[config.mk]
export PLATFORM = sky130hd
export DESIGN_NAME = instr_fetch_unit
export DESIGN_NICKNAME = d
export VERILOG_FILES = /design/src/rtl/fetch_pkg.sv /design/src/rtl/fetch_queue.sv /design/src/rtl/instr_fetch_unit.sv
export SDC_FILE = /design/constraint.sdc
export NUM_CORES = 1
export LEC_CHECK = 0
export BUFFER_PORTS_ARGS = -buffer_cell sky130_fd_sc_hd__buf_4
export CAP_MARGIN = 10
export CORE_MARGIN = 5
export CORE_UTILIZATION = 53
export CTS_CLUSTER_SIZE = 25
export DETAILED_ROUTE_END_ITERATION = 7
export PLACE_DENSITY_LB_ADDON = 0.12
export SLEW_MARGIN = 20
export SYNTH_ARGS = -nofsm -noshare
export SYNTH_HDL_FRONTEND = slang
export SYNTH_SLANG_ARGS = --single-unit
[constraint.sdc]
create_clock -name clk -period 19 [get_ports clk]
set_clock_uncertainty 0.1 [all_clocks]
set_input_delay 3.8 -clock clk [delete_from_list [all_inputs] [get_ports clk]]
set_output_delay 3.8 -clock clk [all_outputs]
set_load 0.005 [all_outputs]
[src/rtl/fetch_pkg.sv]
// Shared types for the instruction fetch stage: FSM states, queue entry layout
// and the fixed instruction size in bytes.
package fetch_pkg;

    localparam int INSTR_BYTES = 4;

    typedef enum logic [1:0] {
        IDLE,
        WAIT,
        DISCARD
    } fetch_state_t;

    // Default 32-bit entry; the top builds a width-matched copy for its parameters.
    typedef struct packed {
        logic [31:0] pc;
        logic [31:0] instr;
    } fetch_entry_t;

endpackage

[src/rtl/fetch_queue.sv]
// Prefetch FIFO holding fetched words with their PCs. Flush empties the queue
// and overrides a push in the same cycle.
import fetch_pkg::*;

module fetch_queue #(
    parameter type entry_t = fetch_entry_t,
    parameter int  DEPTH   = 4
) (
    input  logic                     clk,
    input  logic                     rst,
    input  logic                     push,
    input  entry_t                   push_data,
    input  logic                     pop,
    input  logic                     flush,
    output entry_t                   head,
    output logic [$clog2(DEPTH):0]   count
);

    localparam int PTR_W = $clog2(DEPTH);
    localparam int CNT_W = PTR_W + 1;

    logic [PTR_W-1:0] rd_ptr;
    logic [PTR_W-1:0] wr_ptr;
    entry_t           mem [DEPTH];

    // NOTE: the storage is reset so the head reads as zero out of reset; at this
    // depth that is cheap and avoids X on instr/instr_pc.
    always_ff @(posedge clk or posedge rst) begin
        if (rst) begin
            rd_ptr <= '0;
            wr_ptr <= '0;
            count  <= '0;
            for (int i = 0; i < DEPTH; i++) begin
                mem[i] <= '0;
            end
        end else if (flush) begin
            rd_ptr <= '0;
            wr_ptr <= '0;
            count  <= '0;
        end else begin
            if (push) begin
                mem[wr_ptr] <= push_data;
                wr_ptr      <= wr_ptr + PTR_W'(1);
            end
            if (pop) begin
                rd_ptr <= rd_ptr + PTR_W'(1);
            end
            count <= count + CNT_W'(push) - CNT_W'(pop);
        end
    end

    assign head = mem[rd_ptr];

endmodule

[src/rtl/instr_fetch_unit.sv]
// Instruction fetch stage: issues one req/ack memory fetch at a time, queues
// the returned words with their PCs and handles downstream redirects.
import fetch_pkg::*;

module instr_fetch_unit #(
    parameter int                    DATA_WIDTH = 32,
    parameter int                    ADDR_WIDTH = 32,
    parameter int                    DEPTH      = 4,
    parameter logic [ADDR_WIDTH-1:0] RESET_PC   = '0
) (
    input  logic                  clk,
    input  logic                  rst,
    output logic                  mem_req,
    output logic [ADDR_WIDTH-1:0] mem_addr,
    input  logic                  mem_ack,
    input  logic [DATA_WIDTH-1:0] mem_rdata,
    input  logic                  redirect,
    input  logic [ADDR_WIDTH-1:0] redirect_pc,
    output logic                  instr_valid,
    output logic [DATA_WIDTH-1:0] instr,
    output logic [ADDR_WIDTH-1:0] instr_pc,
    input  logic                  instr_ready
);

    localparam int CNT_W = $clog2(DEPTH) + 1;

    typedef struct packed {
        logic [ADDR_WIDTH-1:0] pc;
        logic [DATA_WIDTH-1:0] instr;
    } entry_t;

    fetch_state_t          state;
    logic [ADDR_WIDTH-1:0] fetch_pc;
    logic [ADDR_WIDTH-1:0] next_pc;
    logic [ADDR_WIDTH-1:0] redirect_target;
    logic [CNT_W-1:0]      count;
    logic [CNT_W-1:0]      post_push_count;
    logic                  push;
    logic                  pop;
    entry_t                push_data;
    entry_t                head;

    assign next_pc         = fetch_pc + ADDR_WIDTH'(INSTR_BYTES);
    assign redirect_target = redirect_pc & ~ADDR_WIDTH'(3);
    assign pop             = instr_valid && instr_ready;
    assign push            = (state == WAIT) && mem_ack && !redirect;
    assign post_push_count = count + CNT_W'(1) - CNT_W'(pop);
    assign push_data       = '{pc: fetch_pc, instr: mem_rdata};

    fetch_queue #(
        .entry_t (entry_t),
        .DEPTH   (DEPTH)
    ) u_queue (
        .clk       (clk),
        .rst       (rst),
        .push      (push),
        .push_data (push_data),
        .pop       (pop),
        .flush     (redirect),
        .head      (head),
        .count     (count)
    );

    assign instr_valid = (count != '0);
    assign instr       = head.instr;
    assign instr_pc    = head.pc;

    // NOTE: all state here uses non-blocking assignments so every register
    // samples pre-edge values and the update order inside the block is irrelevant.
    always_ff @(posedge clk or posedge rst) begin
        if (rst) begin
            state    <= IDLE;
            fetch_pc <= RESET_PC;
            mem_req  <= 1'b0;
            mem_addr <= RESET_PC;
        end else if (redirect) begin
            fetch_pc <= redirect_target;
            if (state != IDLE && !mem_ack) begin
                // Outstanding request must complete at its original address.
                state <= DISCARD;
            end else begin
                state    <= WAIT;
                mem_req  <= 1'b1;
                mem_addr <= redirect_target;
            end
        end else begin
            case (state)
                IDLE: begin
                    if (count < CNT_W'(DEPTH)) begin
                        state    <= WAIT;
                        mem_req  <= 1'b1;
                        mem_addr <= fetch_pc;
                    end
                end
                WAIT: begin
                    if (mem_ack) begin
                        fetch_pc <= next_pc;
                        if (post_push_count < CNT_W'(DEPTH)) begin
                            mem_addr <= next_pc;
                        end else begin
                            state   <= IDLE;
                            mem_req <= 1'b0;
                        end
                    end
                end
                DISCARD: begin
                    if (mem_ack) begin
                        state    <= WAIT;
                        mem_addr <= fetch_pc;
                    end
                end
                default: begin
                    state   <= IDLE;
                    mem_req <= 1'b0;
                end
            endcase
        end
    end

endmodule

# After elaboration in Yosys (flattened, before gate mapping)
# Cells that the tools add are included.
# totals
ff_bits	330
out_inout_bits	98
elab_cells	93
# classes
n_addsub	7
order_cmp	5
n_eq_ne	9
muxes	34
n_bitwise	3
n_reduce_logical	20
# ops
cell	count
$mux 32	9
$bwmux 256	1
$mux 64	3
$bmux 64 s2	1
$demux 64 s2	1
$pmux 32 s3	1
$add 32x3->32 const B	1
$mux 2	10
$ne 3x3->1 const B	4
$reduce_bool 2->1	5
$ge 3x3->1 const B	2
$lt 3x3->1 const B	2
$not 2->3	2
$pmux 2 s3	1
$reduce_and 6->1	1
$sub 3x1->3	2
$logic_and 1x1->1	5
$mux 1	5
$reduce_and 5->1	1
$add 2x1->2 const B	2
$ne 2x2->1 const B	2
$reduce_and 2->1	2
$reduce_and 4->1	1
$reduce_bool 4->1	1
12 further kinds	13

# Longest topological paths before layout
# Gate-level depths: netlist (run 1).
# logic_depth
ltp_word	8
ltp_mapped	10
ltp_nobuf	10

# Hierarchy
# A second synthesis (run 1) with hierarchy kept.
# hier_totals
hier_cells	1123
area_unflattened_um2	16813.6
# modules_own_cells
mod	instances	cells_per_inst	area_each_um2
fetch_queue	1	658	12703.4
instr_fetch_unit	1	465	4110.2

# Least setup slack after synthesis (run 1)
# OpenSTA, ideal clock, no wires.
# synth_path
path_kind	register to output
from	reg u_queue.rd_ptr[0]
to	out instr[10]
arrival_ns	1.536
required_time_ns	15.100
slack_ns	13.564
stages_incl_launch_ff	4
n_path_buf	2
path_cell_list	dfrtp_1 > clkbuf_1 > buf_2 > mux4_2
# synth_between
elab_chain_cells	4
# synth_lines
item	line	rtl
from (decl)	fetch_queue.sv:22	logic [PTR_W-1:0] rd_ptr;
from (signal assigned)	fetch_queue.sv:46	rd_ptr <= rd_ptr + PTR_W'(1);
$not 2->3 (implied by the code)	fetch_queue.sv:52	assign head = mem[rd_ptr];
$bmux 64 s2	fetch_queue.sv:52	
$mux 64 (implied by the code) (2 in a row)	fetch_queue.sv:52	
to (decl)	instr_fetch_unit.sv:20	output logic [DATA_WIDTH-1:0] instr,
# Every way passes these cells. The select of a mux whose other input is x is not followed.

# Final worst setup path (run 1)
# layout_path
from	reg u_queue.rd_ptr[0]
to	out instr_pc[18]
# layout_between
elab_chain_cells	4
# layout_lines
item	line	rtl
$not 2->3 (implied by the code)	fetch_queue.sv:52	
$bmux 64 s2	fetch_queue.sv:52	
$mux 64 (implied by the code) (2 in a row)	fetch_queue.sv:52	
to (decl)	instr_fetch_unit.sv:21	output logic [ADDR_WIDTH-1:0] instr_pc,
# Every way passes these cells. The select of a mux whose other input is x is not followed.

==> flow_summary.yaml, run 1 <==
clock_tree:
  cts_sinks: 319
  cts_max_level: 2
  cts_setup_buffers: 0
  cts_tree: "yes"
  hold_buffers: 0
  path_clk_slew_ns: 0.06
  worstSkewPairLatency_ns: 0.51
  cts_made_buffers: 36
  cts_resized: 0
  clk_path_buf_depth: 3
  cts_root_buf: "clkbuf_16"
synth:
  ys.flop_type: "dfrtp_1"
  synth_cells: 1150
  yosys.area.top_type_share: 0.5263
  synth.largest_area_cell: "dfrtp_1"
  yosysMostFrequentCell: "dfrtp_1"
  ys_warn_count: 0
  synth_area_per_cell_sq_um: 13.19
  mappedNetlistArea_sq_um: 15170
  synth_cell_types: 62
  synth_commonest_cells: "dfrtp_1, mux2_2, nand2_1"
  synth_enable_flop_cells: 0
  seq_area_frac_synth: 0.5263
  yosys-top-cells-area: "dfrtp_1, mux2_2, mux4_2, nand2_1, xor2_1"
  ys_ff_latch: 319
  synthArstFlopShare: 1.000
sta:
  clock.fmax_ghz: 0.1487
  slew_headroom: 0.2498
  slew_violations: 0
  finalSetupTns_ns: 0
  setup_violations: 0
  period_share: 0.3539
  max_slew.worst_pin.slew_ns: 1.125
  rsz0062_at_grt: "false"
  setup_ws_ns: 12.28
  finalHoldViolations: 0
  fin_crit_ns: 6.724
outcome:
  status: "finished, final reports clean"
floorplan:
  die_y_microns: 179.2
  die_w_microns: 179.2
  io_pins: 167
  core_area_sq_um: 28470
  start_util: 0.5328
  rows: 62
  design.die.area_sq_um: 32100
setup_path:
  path_class: "reg2out"
  cp-start-kind: "register"
  cp_max_fo: 48
  max_stage_delay_ns: 0.84
  worst_setup_path_end_kind: "primary output"
  slowest_stage: "buf_4"
  path_cells: "buf_4 -> mux4_2 -> buf_4"
  required_ns: 15.10
  arrival_ns: 2.82
  crit_top_cell: "buf_4"
pwr:
  power_density_nw_per_um2: 143.9
  ir_drop_v: 0.00006020
  p_leak_nw: 8.002
flow_run:
  drv_cap: 0
drt:
  wl_per_cell_microns: 20.36
  detail-route-antenna-nets: 0
  drt_iter0_drc: 464
  first_pass_iters: 4
  vias_per_cell: 5.785
  vias: 9614
  drc: 0
  drt_wl_total_mm: 33.84
final_layout:
  drive_gt1_frac: 0.4311
  area_growth_syn_to_layout_pct: 16.32
  diodes: 0
  nNetsFinal: 1336
global_routing:
  grt_pass1_vias: 10070
  gr-total-overflow: 0
  grt_max_degree: 186
  grt_util_all_layers: 0.2169
  grt_pass1_wl_mm: 55.14
  antenna_found_initial: 0
place:
  place_hpwl_mm: 20.40
  place_ws_ns: 12.23
  io_buffers: 162
  gp_congestion: 0.7998
worst_hold_path:
  hold_path.class: "reg2reg"
critical path, delay by kind of cell (launching register included):
kind | cells | cell delay [ns]
flip-flops | 1 | 0.65
multiplexers | 1 | 0.65
buffers and inverters | 2 | 1.00
area by class of cell:
type / instances / area (sq um)
fill: 2291 / 10830
timing repair buffer: 168 / 1274
clock inverter: 5 / 65.06
clock buffer: 53 / 1087
tap: 384 / 480.5
inverter: 11 / 48.80
sequential: 319 / 7988
multi-input combinational: 722 / 6701
per-layer routing:
layer / share of wire / track usage
met3: 0.051 / 0.03648
met2: 0.48 / 0.3502
met5: 0 / 0
met1: 0.45 / 0.3133
met4: 0.015 / 0.04697
state kept, by name (all words and copies together), names as in the netlist:
| signal | flops |
|---|---|
| u_queue.mem | 248 |
| u_queue.rd_ptr | 2 |
| fetch_pc | 30 |
| u_queue.wr_ptr | 2 |
| state | 2 |
| mem_addr | 31 |
| mem_req | 1 |
| u_queue.count | 3 |
cell usage in the layout (no fill, tap or decap), types with 16 or more instances in the layout:
cell,n
nor2_1,49
xnor2_1,16
mux2_2,245
clkbuf_16,38
nand2_1,83
buf_4,167
nand3_1,20
o21ai_0,45
nand4_1,16
xor2_1,36
dfrtp_1,317
mux4_2,62
cell families (layout without fill, tap and decap cells):
group | count (synthesis) | count (layout) | synth area share
AO/OA/AOI/OAI | 113 | 113 | 0.04562
XOR/XNOR | 52 | 52 | 0.03003
adder cells (fa/ha/maj) | 9 | 9 | 0.007919
buffers and inverters | 110 | 237 | 0.03415
flip-flops | 319 | 319 | 0.5263
multiplexers | 310 | 310 | 0.2763
other | 1 | 2 | 0.0002472
AND/OR/NAND/NOR | 236 | 236 | 0.07952
power by group:
| group | switching [W] | total [W] | internal (W) |
|---|---|---|---|
| sequential | 0.000147 | 0.00106 | 0.000909 |
| clock | 0.000268 | 0.000677 | 0.000408 |
| combinational | 0.000306 | 0.000806 | 0.000500 |
| total | 0.000722 | 0.00254 | 0.00182 |
path summary, 6_finish.rpt:
kind | cells past startpoint | from | slack, ns | end
hold / removal | 2 | u_queue.mem[184]$_DFFE_PP0P_ | 0.38 | u_queue.mem[184]$_DFFE_PP0P_
setup / recovery | 3 | u_queue.rd_ptr[0]$_DFFE_PP0P_ | 12.28 | instr_pc[18]
max in group asynchronous | 3 | rst | 13.91 | u_queue.rd_ptr[0]$_DFFE_PP0P_
min in group asynchronous | 2 | rst | 3.36 | u_queue.mem[216]$_DFFE_PP0P_
setup reg to reg | 8 | u_queue.count[1]$_DFF_PP0_ | 15.99 | mem_addr[30]$_DFFE_PP0P_
hold reg to reg | 2 | u_queue.mem[184]$_DFFE_PP0P_ | 0.38 | u_queue.mem[184]$_DFFE_PP0P_
per-stage QoR:
step	power (W)	hold WS (ns)	area (sq um)	instances	utilization
2_1_floorplan	0.001536	0.3446	15170	1151	-
3_3_place_gp	0.001862	0.3562	16490	1604	0.5793
3_5_place_dp	0.001887	0.3681	16490	1604	0.5793
4_1_cts	0.002574	0.3810	17640	1662	0.6198
5_1_grt	0.002694	0.4038	17640	1662	0.6198
6_report	0.002538	0.3789	17640	1662	0.6198
No activity file was read; power rests on OpenSTA's default activity.
==> run 2, diff against run 1 <==
Clock period 19 ns to 6.45 ns, I/O delays scaled along.
==> flow_summary.yaml, run 2 (same netlist as run 1, synthesis figures left out) <==
final_layout:
  final_common_cell: "dfrtp_1"
  mostFrequentLayoutCells: "dfrtp_1, mux2_2, buf_4, nand2_1, mux4_2"
  n_fill_cell: 2253
  largest_reg_flops: 248
  largest-register: "u_queue.mem"
  fin_cells: 1672
  largest_registers: "u_queue.mem: 248 flops, mem_addr: 31 flops, fetch_pc: 30 flops"
  area_growth_syn_to_layout_pct: 17.36
  diodes: 0
  nNetsFinal: 1338
  drive_gt1_frac: 0.4356
clock_tree:
  cts_tree: "yes"
  cts_setup_buffers: 0
  hold_buffers: 0
  cts_made_buffers: 36
  worstSkewPairLatency_ns: 0.52
  cts_max_level: 2
  cts_resized: 0
  path_clk_slew_ns: 0.06
  cts_root_buf: "clkbuf_16"
  cts_sinks: 319
  clk_path_buf_depth: 3
global_routing:
  grt_pass1_vias: 9803
  grt_util_all_layers: 0.2140
  antenna_found_initial: 0
  grt_max_degree: 181
  grt_pass1_wl_mm: 54.03
  gr-total-overflow: 0
drt:
  drc: 0
  drt_wl_total_mm: 34.01
  wl_per_cell_microns: 20.34
  vias_per_cell: 5.721
  vias: 9566
  detail-route-antenna-nets: 0
  drt_iter0_drc: 531
  first_pass_iters: 8
floorplan:
  die_w_microns: 179.2
  rows: 62
  core_area_sq_um: 28470
  die_y_microns: 179.2
  io_pins: 167
  design.die.area_sq_um: 32100
  start_util: 0.5328
worst_hold_path:
  hold_path.class: "reg2reg"
sta:
  finalSetupTns_ns: 0
  fin_crit_ns: 3.982
  rsz0062_at_grt: "false"
  max_slew.worst_pin.slew_ns: 1.074
  finalHoldViolations: 0
  clock.fmax_ghz: 0.2511
  period_share: 0.6174
  setup_violations: 0
  slew_headroom: 0.2842
  slew_violations: 0
place:
  placed_cells: 1606
  io_buffers: 162
  place_hpwl_mm: 21.14
  gp_congestion: 0.7914
pwr:
  ir_drop_v: 0.0002834
  power_density_nw_per_um2: 432.0
  p_leak_nw: 8.082
  power_w: 0.007691
setup_path:
  worst_setup_path_end_kind: "primary output"
  cp_max_fo: 30
  path_class: "reg2out"
  cp-start-kind: "register"
  required_ns: 5.06
  arrival_ns: 2.59
  r2r_slack_ns: 3.51
outcome:
  status: "finished, final reports clean"
flow_run:
  drv_cap: 0
run 2: changes by cell type in the layout (fill, tap and decap cells not counted), sizes merged:
cell / before / now
clkinvlp: 0 / 1
clkbuf: 53 / 49
clkinv: 4 / 11
buf: 168 / 170
inv: 11 / 10
bufinv: 1 / 6
run 2: cell type report:
type / count / area [sq um] / share of cell area
repair buffers: 170 / 1301 / 0.07310
flip-flops and latches: 319 / 7988 / 0.4487
clock buffers: 49 / 1032 / 0.05799
clock inverters: 17 / 252.7 / 0.01420
inverters: 11 / 45.04 / 0.002530
well taps: 384 / 480.5 / 0.02699
multi-input cells: 722 / 6701 / 0.3765
run 2: worst max-delay path, cell delays in order, from the launching register on:
cell     delay, ns
dfrtp_2       0.80
buf_4         0.54
mux4_2        0.55
buf_4         0.16
run 2: layer usage:
| metal | routed length (microns) | share of wire | global-route usage |
|---|---|---|---|
| met5 | 0 | 0 | 0 |
| met4 | 735 | 0.022 | 0.05459 |
| met3 | 1750 | 0.051 | 0.03522 |
| met2 | 16210 | 0.48 | 0.3449 |
| met1 | 15310 | 0.45 | 0.3064 |
run 2: worst paths after layout:
path                       cells after the start                            to                           from
max in group asynchronous                      3   u_queue.mem[81]$_DFFE_PP0P_                            rst
min in group asynchronous                      3  u_queue.mem[231]$_DFFE_PP0P_                            rst
min reg2reg                                    2  u_queue.mem[123]$_DFFE_PP0P_   u_queue.mem[123]$_DFFE_PP0P_
min                                            2  u_queue.mem[123]$_DFFE_PP0P_   u_queue.mem[123]$_DFFE_PP0P_
max                                            3                  instr_pc[27]  u_queue.rd_ptr[1]$_DFFE_PP0P_
max reg2reg                                    8      mem_addr[29]$_DFFE_PP0P_     u_queue.count[1]$_DFF_PP0_
run 2: stage by stage:
step                      cell area (sq um)  hold WS [ns]  utilization  setup slack [ns]
final                                 17800        0.3753       0.6253             2.468
after global routing                  17800        0.4058       0.6253             2.297
after CTS                             17800        0.3816       0.6253             2.375
after detailed placement              16520        0.3684       0.5801             2.278
after global placement                16520        0.3580       0.5801             2.282
after floorplan                       15180        0.3446            -            0.8072
run 2: power by group:
| group | leakage, nW | internal (W) | switching, W |
|---|---|---|---|
| Combinational | 3.39 | 0.00147 | 0.000896 |
| Clock | 0.638 | 0.00137 | 0.000829 |
| Sequential | 4.05 | 0.00268 | 0.000446 |
| Total | 8.08 | 0.00552 | 0.00217 |
